--- src/rtl/bytecode_pkg.sv ---
// Shared constants, opcodes, FSM encoding and length table for the
// bytecode fetch stage and the decoder.
package bytecode_pkg;

  localparam int BYTE_W    = 8;
  localparam int WIDTH_OUT = 4 * BYTE_W;
  localparam int ADDR_W    = 16;
  localparam logic [ADDR_W-1:0] RESET_PC = 16'h0000;

  localparam logic [7:0] ICONST_0        = 8'h03;
  localparam logic [7:0] BIPUSH          = 8'h10;
  localparam logic [7:0] SIPUSH          = 8'h11;
  localparam logic [7:0] LDC             = 8'h12;
  localparam logic [7:0] LDC_W           = 8'h13;
  localparam logic [7:0] LDC2_W          = 8'h14;
  localparam logic [7:0] ILOAD           = 8'h15;
  localparam logic [7:0] ALOAD           = 8'h19;
  localparam logic [7:0] ISTORE          = 8'h36;
  localparam logic [7:0] ASTORE          = 8'h3a;
  localparam logic [7:0] IINC            = 8'h84;
  localparam logic [7:0] IFEQ            = 8'h99;
  localparam logic [7:0] JSR             = 8'ha8;
  localparam logic [7:0] RET             = 8'ha9;
  localparam logic [7:0] TABLESWITCH     = 8'haa;
  localparam logic [7:0] LOOKUPSWITCH    = 8'hab;
  localparam logic [7:0] GETSTATIC       = 8'hb2;
  localparam logic [7:0] INVOKESTATIC    = 8'hb8;
  localparam logic [7:0] INVOKEINTERFACE = 8'hb9;
  localparam logic [7:0] INVOKEDYNAMIC   = 8'hba;
  localparam logic [7:0] NEW             = 8'hbb;
  localparam logic [7:0] NEWARRAY        = 8'hbc;
  localparam logic [7:0] ANEWARRAY       = 8'hbd;
  localparam logic [7:0] CHECKCAST       = 8'hc0;
  localparam logic [7:0] INSTANCEOF      = 8'hc1;
  localparam logic [7:0] WIDE            = 8'hc4;
  localparam logic [7:0] MULTIANEWARRAY  = 8'hc5;
  localparam logic [7:0] IFNULL          = 8'hc6;
  localparam logic [7:0] IFNONNULL       = 8'hc7;
  localparam logic [7:0] GOTO_W          = 8'hc8;
  localparam logic [7:0] JSR_W           = 8'hc9;
  localparam logic [7:0] BREAKPOINT      = 8'hca;

  typedef enum logic [1:0] {
    FETCH_OP  = 2'd0,
    FETCH_ARG = 2'd1,
    PRESENT   = 2'd2
  } state_t;

  // Returns {illegal, total instruction length in bytes}.
  function automatic logic [3:0] opcode_length(input logic [7:0] op);
    logic [3:0] r;
    r = {1'b0, 3'd1};
    unique case (1'b1)
      (op == BIPUSH) || (op == LDC) ||
      (op >= ILOAD && op <= ALOAD) ||
      (op >= ISTORE && op <= ASTORE) ||
      (op == RET) || (op == NEWARRAY):
        r = {1'b0, 3'd2};
      (op == SIPUSH) || (op == LDC_W) ||
      (op == LDC2_W) || (op == IINC) ||
      (op >= IFEQ && op <= JSR) ||
      (op >= GETSTATIC && op <= INVOKESTATIC) ||
      (op == NEW) || (op == ANEWARRAY) ||
      (op == CHECKCAST) || (op == INSTANCEOF) ||
      (op == IFNULL) || (op == IFNONNULL):
        r = {1'b0, 3'd3};
      (op == MULTIANEWARRAY):
        r = {1'b0, 3'd4};
      (op == INVOKEINTERFACE) ||
      (op == INVOKEDYNAMIC) ||
      (op == GOTO_W) || (op == JSR_W):
        r = {1'b1, 3'd5};
      (op == TABLESWITCH) ||
      (op == LOOKUPSWITCH) ||
      (op == WIDE) || (op > BREAKPOINT):
        r = {1'b1, 3'd1};
      default:
        r = {1'b0, 3'd1};
    endcase
    return r;
  endfunction

endpackage

--- src/rtl/bytecode_fetch_len.sv ---
// Combinational opcode length / legality lookup, shared with the decoder.
module opcode_length_rom
  import bytecode_pkg::*;
(
  input  logic [BYTE_W-1:0] opcode,
  output logic [2:0]        len,
  output logic              illegal
);

  assign {illegal, len} = opcode_length(opcode);

endmodule

--- src/rtl/bytecode_fetch.sv ---
// Walks the bytecode stream and assembles variable-length instructions
// into left-aligned 32-bit words for the decoder.
module bytecode_fetch
  import bytecode_pkg::*;
(
  input  logic                 clk,
  input  logic                 reset,
  output logic                 mem_start,
  output logic [ADDR_W-1:0]    mem_address,
  input  logic [BYTE_W-1:0]    mem_data,
  input  logic                 mem_ready,
  output logic                 start,
  input  logic                 ready,
  output logic [WIDTH_OUT-1:0] instruction_out,
  output logic [ADDR_W-1:0]    pc_out,
  output logic                 illegal,
  input  logic                 redirect,
  input  logic [ADDR_W-1:0]    redirect_pc
);

  state_t            state, state_n;
  logic [ADDR_W-1:0] pc, addr;
  logic [2:0]        len, cnt, last;
  logic [2:0]        op_len;
  logic              op_ill;
  logic              idle;

  opcode_length_rom u_len (
    .opcode  (mem_data),
    .len     (op_len),
    .illegal (op_ill)
  );

  // Five-byte opcodes only ever deliver their first four bytes.
  assign last = (len > 3'd4) ? 3'd4 : len;

  // idle blanks the request for one cycle after reset or redirect.
  assign mem_start   = (state != PRESENT) && !idle;
  assign mem_address = (state == FETCH_ARG) ? addr : pc;
  assign start       = (state == PRESENT);

  always_comb begin
    state_n = state;
    unique case (state)
      FETCH_OP:
        if (mem_ready && !idle)
          state_n = (op_len == 3'd1) ? PRESENT : FETCH_ARG;
      FETCH_ARG:
        if (mem_ready && (cnt + 3'd1 == last))
          state_n = PRESENT;
      PRESENT:
        if (ready)
          state_n = FETCH_OP;
      default:
        state_n = FETCH_OP;
    endcase
    if (redirect)
      state_n = FETCH_OP;
  end

  always_ff @(posedge clk) begin
    if (reset) begin
      state           <= FETCH_OP;
      pc              <= RESET_PC;
      addr            <= RESET_PC;
      len             <= 3'd1;
      cnt             <= 3'd0;
      idle            <= 1'b1;
      instruction_out <= '0;
      pc_out          <= '0;
      illegal         <= 1'b0;
    end else begin
      state <= state_n;
      idle  <= redirect;
      if (redirect) begin
        pc  <= redirect_pc;
        cnt <= 3'd0;
      end else begin
        case (state)
          FETCH_OP: begin
            if (mem_ready && !idle) begin
              instruction_out <= {mem_data, {(WIDTH_OUT-BYTE_W){1'b0}}};
              pc_out          <= pc;
              len             <= op_len;
              illegal         <= op_ill;
              addr            <= pc + ADDR_W'(1);
              cnt             <= 3'd1;
            end
          end
          FETCH_ARG: begin
            if (mem_ready) begin
              case (cnt)
                3'd1:    instruction_out[23:16] <= mem_data;
                3'd2:    instruction_out[15:8]  <= mem_data;
                default: instruction_out[7:0]   <= mem_data;
              endcase
              addr <= addr + ADDR_W'(1);
              cnt  <= cnt + 3'd1;
            end
          end
          PRESENT: begin
            if (ready)
              pc <= pc_out + ADDR_W'(len);
          end
          default: ;
        endcase
      end
    end
  end

endmodule

--- config.mk ---
export PLATFORM = sky130hd
export DESIGN_NAME = bytecode_fetch
export DESIGN_NICKNAME = d
export VERILOG_FILES = /design/src/rtl/bytecode_pkg.sv /design/src/rtl/bytecode_fetch_len.sv /design/src/rtl/bytecode_fetch.sv
export SDC_FILE = /design/constraint.sdc
export NUM_CORES = 1
export LEC_CHECK = 0
export CELL_PAD_IN_SITES_DETAIL_PLACEMENT = 0
export CELL_PAD_IN_SITES_GLOBAL_PLACEMENT = 2
export CORE_MARGIN = 10
export CORE_UTILIZATION = 27
export DETAILED_ROUTE_END_ITERATION = 8
export HOLD_SLACK_MARGIN = 0.06
export PLACE_DENSITY = 0.81
export SLEW_MARGIN = 15
export SYNTH_ARGS = -nofsm -noshare
export SYNTH_HDL_FRONTEND = slang
export SYNTH_HIERARCHICAL = 1
export SYNTH_SLANG_ARGS = --single-unit
--- constraint.sdc ---
create_clock -name clk -period 2.4 [get_ports clk]
set_clock_uncertainty 0.05 [all_clocks]
set_input_delay 0.6 -clock clk [delete_from_list [all_inputs] [get_ports clk]]
set_output_delay 0.6 -clock clk [all_outputs]
set_load 0.05 [all_outputs]
==> impl_metrics.toml <==
[detailed_routing]
final_antenna_net_count = 0
via_per_inst = 5.01
drt-wirelength-per-cell_um = 17.1
route.detailed.drc = 0
first_pass_iters = 6
num_vias = 4886
routed_wl_um = 16600
drtIter0Drc = 291

[cts]
insertion_delay_ns = 0.35
cts_tree = "built"
cts_buffers = 9
cts_root_buf = "clkbuf_16"
htree_levels = 3
path_clk_slew_ns = 0.07
hold_buffers = 0
cts.sink_count = 90
clockBufferDepth = 2

[finish]
final_nets = 778
final_cell_mix = "108 x nand2_1, 88 x dfxtp_1, 68 x buf_4"
layout_commonest_cell = "nand2_1"
fillers = 1780
layout-drive-gt1-share = 0.212
n_antenna_cell = 0
area_growth_pct = 46.6
final_cells = 975

[logic_synthesis]
yosys.area_share.adder = 0.0221
syn-cell-area_um2 = 4880
synth_fp_nets = 637
ys_seq_elements = 90
synth_compound_area_frac = 0.161
postSynth.asyncResetShare = 0
synth-xor-area-share = 0.0395
ys.warnings.count = 6
syn_inst = 600
synth_top_flop_cell = "dfxtp_1"
seq_area_frac_synth = 0.369
synth_top_family_by_area = "simple AND/OR/NAND/NOR gates"
synth.area.mux_share = 0.0893
synth_edf_count = 0
avgSynthCellArea_um2 = 8.13
post_synth_num_cell_types = 66
synth-simple-area-share = 0.264

[floorplan]
start_util = 0.273
io_pins = 96
core.rowCount = 49
fp.coreArea_um2 = 17800
fp.dieW_um = 154
die-height_um = 154
fp.dieArea_um2 = 23800

[setup_path]
crit_family = "buffers and inverters"
path_cells = "clkdlybuf4s50_1"
max_stage_delay_ns = 0.87
path_class = "reg -> out"
crit_path_top_delay_cell = "clkdlybuf4s50_1"
crit_buf_inv = 1
crit_path_max_fanout = 7
cp_data_required_time_ns = 1.75
arrival_ns = 1.67
setup.worst_path.end_class = "primary output"
start_kind = "flip-flop"

[global_route]
grt_usage = 0.135
antenna_found_initial = 0
grt_pass1_wl_um = 26500
overflow = 0
grt_pass1_vias = 4815
grt_max_degree = 36

[min_path]
hold_class = "reg -> reg"

[timing]
fmax_mhz = 431
slew_headroom = 0.636
setup_viol = 0
worst_hold_slack_ns = 0.409
drv_slew = 0
worstMarginPinSlew_ns = 0.544
post-route-period-util = 0.966
hold_viol = 0
fin_crit_ns = 2.32
rsz0062_at_grt = "false"

[placement]
place_inst = 946
hpwlAfterDp_um = 12400
gp_congestion = 0.815
io_buffers = 95

[outcome]
outcome = "finished clean"

[power_and_ir_drop]
leakagePower_nw = 2.65
powerDensity_nw_per_um2 = 510
ir_drop_mv = 0.362

[flow_run]
max-cap-violations = 0
[per-stage QoR]
step / setup TNS (ns) / instance area [µm²] / worst slack (ns) / util / total power, mW
after floorplan: -0.103 / 4890 / -0.103 / - / 1.86
after global placement: -1.53 / 6630 / -0.667 / 0.371 / 2.13
after detailed placement: -1.71 / 6630 / -0.712 / 0.371 / 2.13
after CTS: 0 / 7070 / 0.00991 / 0.396 / 3.68
after global routing: 0 / 7150 / 0.00127 / 0.401 / 3.78
final: 0 / 7150 / 0.0821 / 0.401 / 3.65
[tightest hold or removal path, cell delays in order, from the launching register on]
cell,delay [ns]
dfxtp_1,0.31
nand2_1,0.05
a21oi_1,0.06
[state kept, by name, indices dropped and copies added (netlist names)]
register and flops:
addr 16, cnt 3, idle 1, illegal 1, instruction_out 32, len 3
pc 16, pc_out 16, state 2
[cells in the mapped netlist, types with 10 or more instances]
library cell,instances,area (µm²)
inv_1,12,45.0
a22oi_1,11,82.6
clkbuf_1,26,97.6
o22ai_1,11,68.8
nor3_1,14,70.1
mux2i_1,35,350
nor2_1,50,188
a21oi_1,47,235
dfxtp_1,90,1800
xnor2_1,14,123
nand2_1,109,409
nand3b_1,10,75.1
nand3_1,17,85.1
o21ai_0,13,65.1
[routing by layer]
layer,track usage,share of wire,vias to the layer above
met2,0.226,0.49,107
met3,0.0391,0.056,13
met4,0.0283,0.0089,0
met1,0.166,0.44,2363
met5,0,0,-
li1,-,-,2403
[power by group]
part           switching (mW)  leakage [nW]  internal (mW)  total, mW
clock network           0.661         0.157          0.858       1.52
logic                   0.302          1.77          0.265      0.567
registers              0.0396         0.730           1.52       1.56
[cells by family after synthesis]
group | after synthesis
simple gates | 265
xor+xnor | 22
buf+inv | 53
fa+ha+maj | 8
compound gates | 120
flops | 90
mux | 42
[path summary, 6_finish.rpt]
| kind | start | to | slack [ns] | depth (start not counted) |
|---|---|---|---|---|
| hold reg to reg | instruction_out[25] | instruction_out[25] | 0.41 | 2 |
| setup reg to reg | state[1] | addr[14] | 0.16 | 8 |
| hold / removal | instruction_out[25] | instruction_out[25] | 0.41 | 2 |
| setup / recovery | pc_out[7] | pc_out[7] | 0.08 | 1 |
[timing repair]
action / 4_1_cts / 5_1_grt
buffers inserted: 8 / 3
pin swaps: 2 / 7
gates resized for setup: 21 / 25
setup endpoints to repair: 10 / 8
gates cloned: 1 / 1
[layout make-up]
type                            count  area, µm²  share of cell area
Multi-Input combinational cell    457       2940               0.411
Sequential cell                    90       1810               0.253
Timing Repair Buffer              170       1750               0.244
Tap cell                          229        287              0.0401
Clock buffer                       10        239              0.0334
Clock inverter                      6       81.3              0.0114
Inverter                           13       48.8             0.00683
Note: power is estimated with default switching activity, not from simulation.
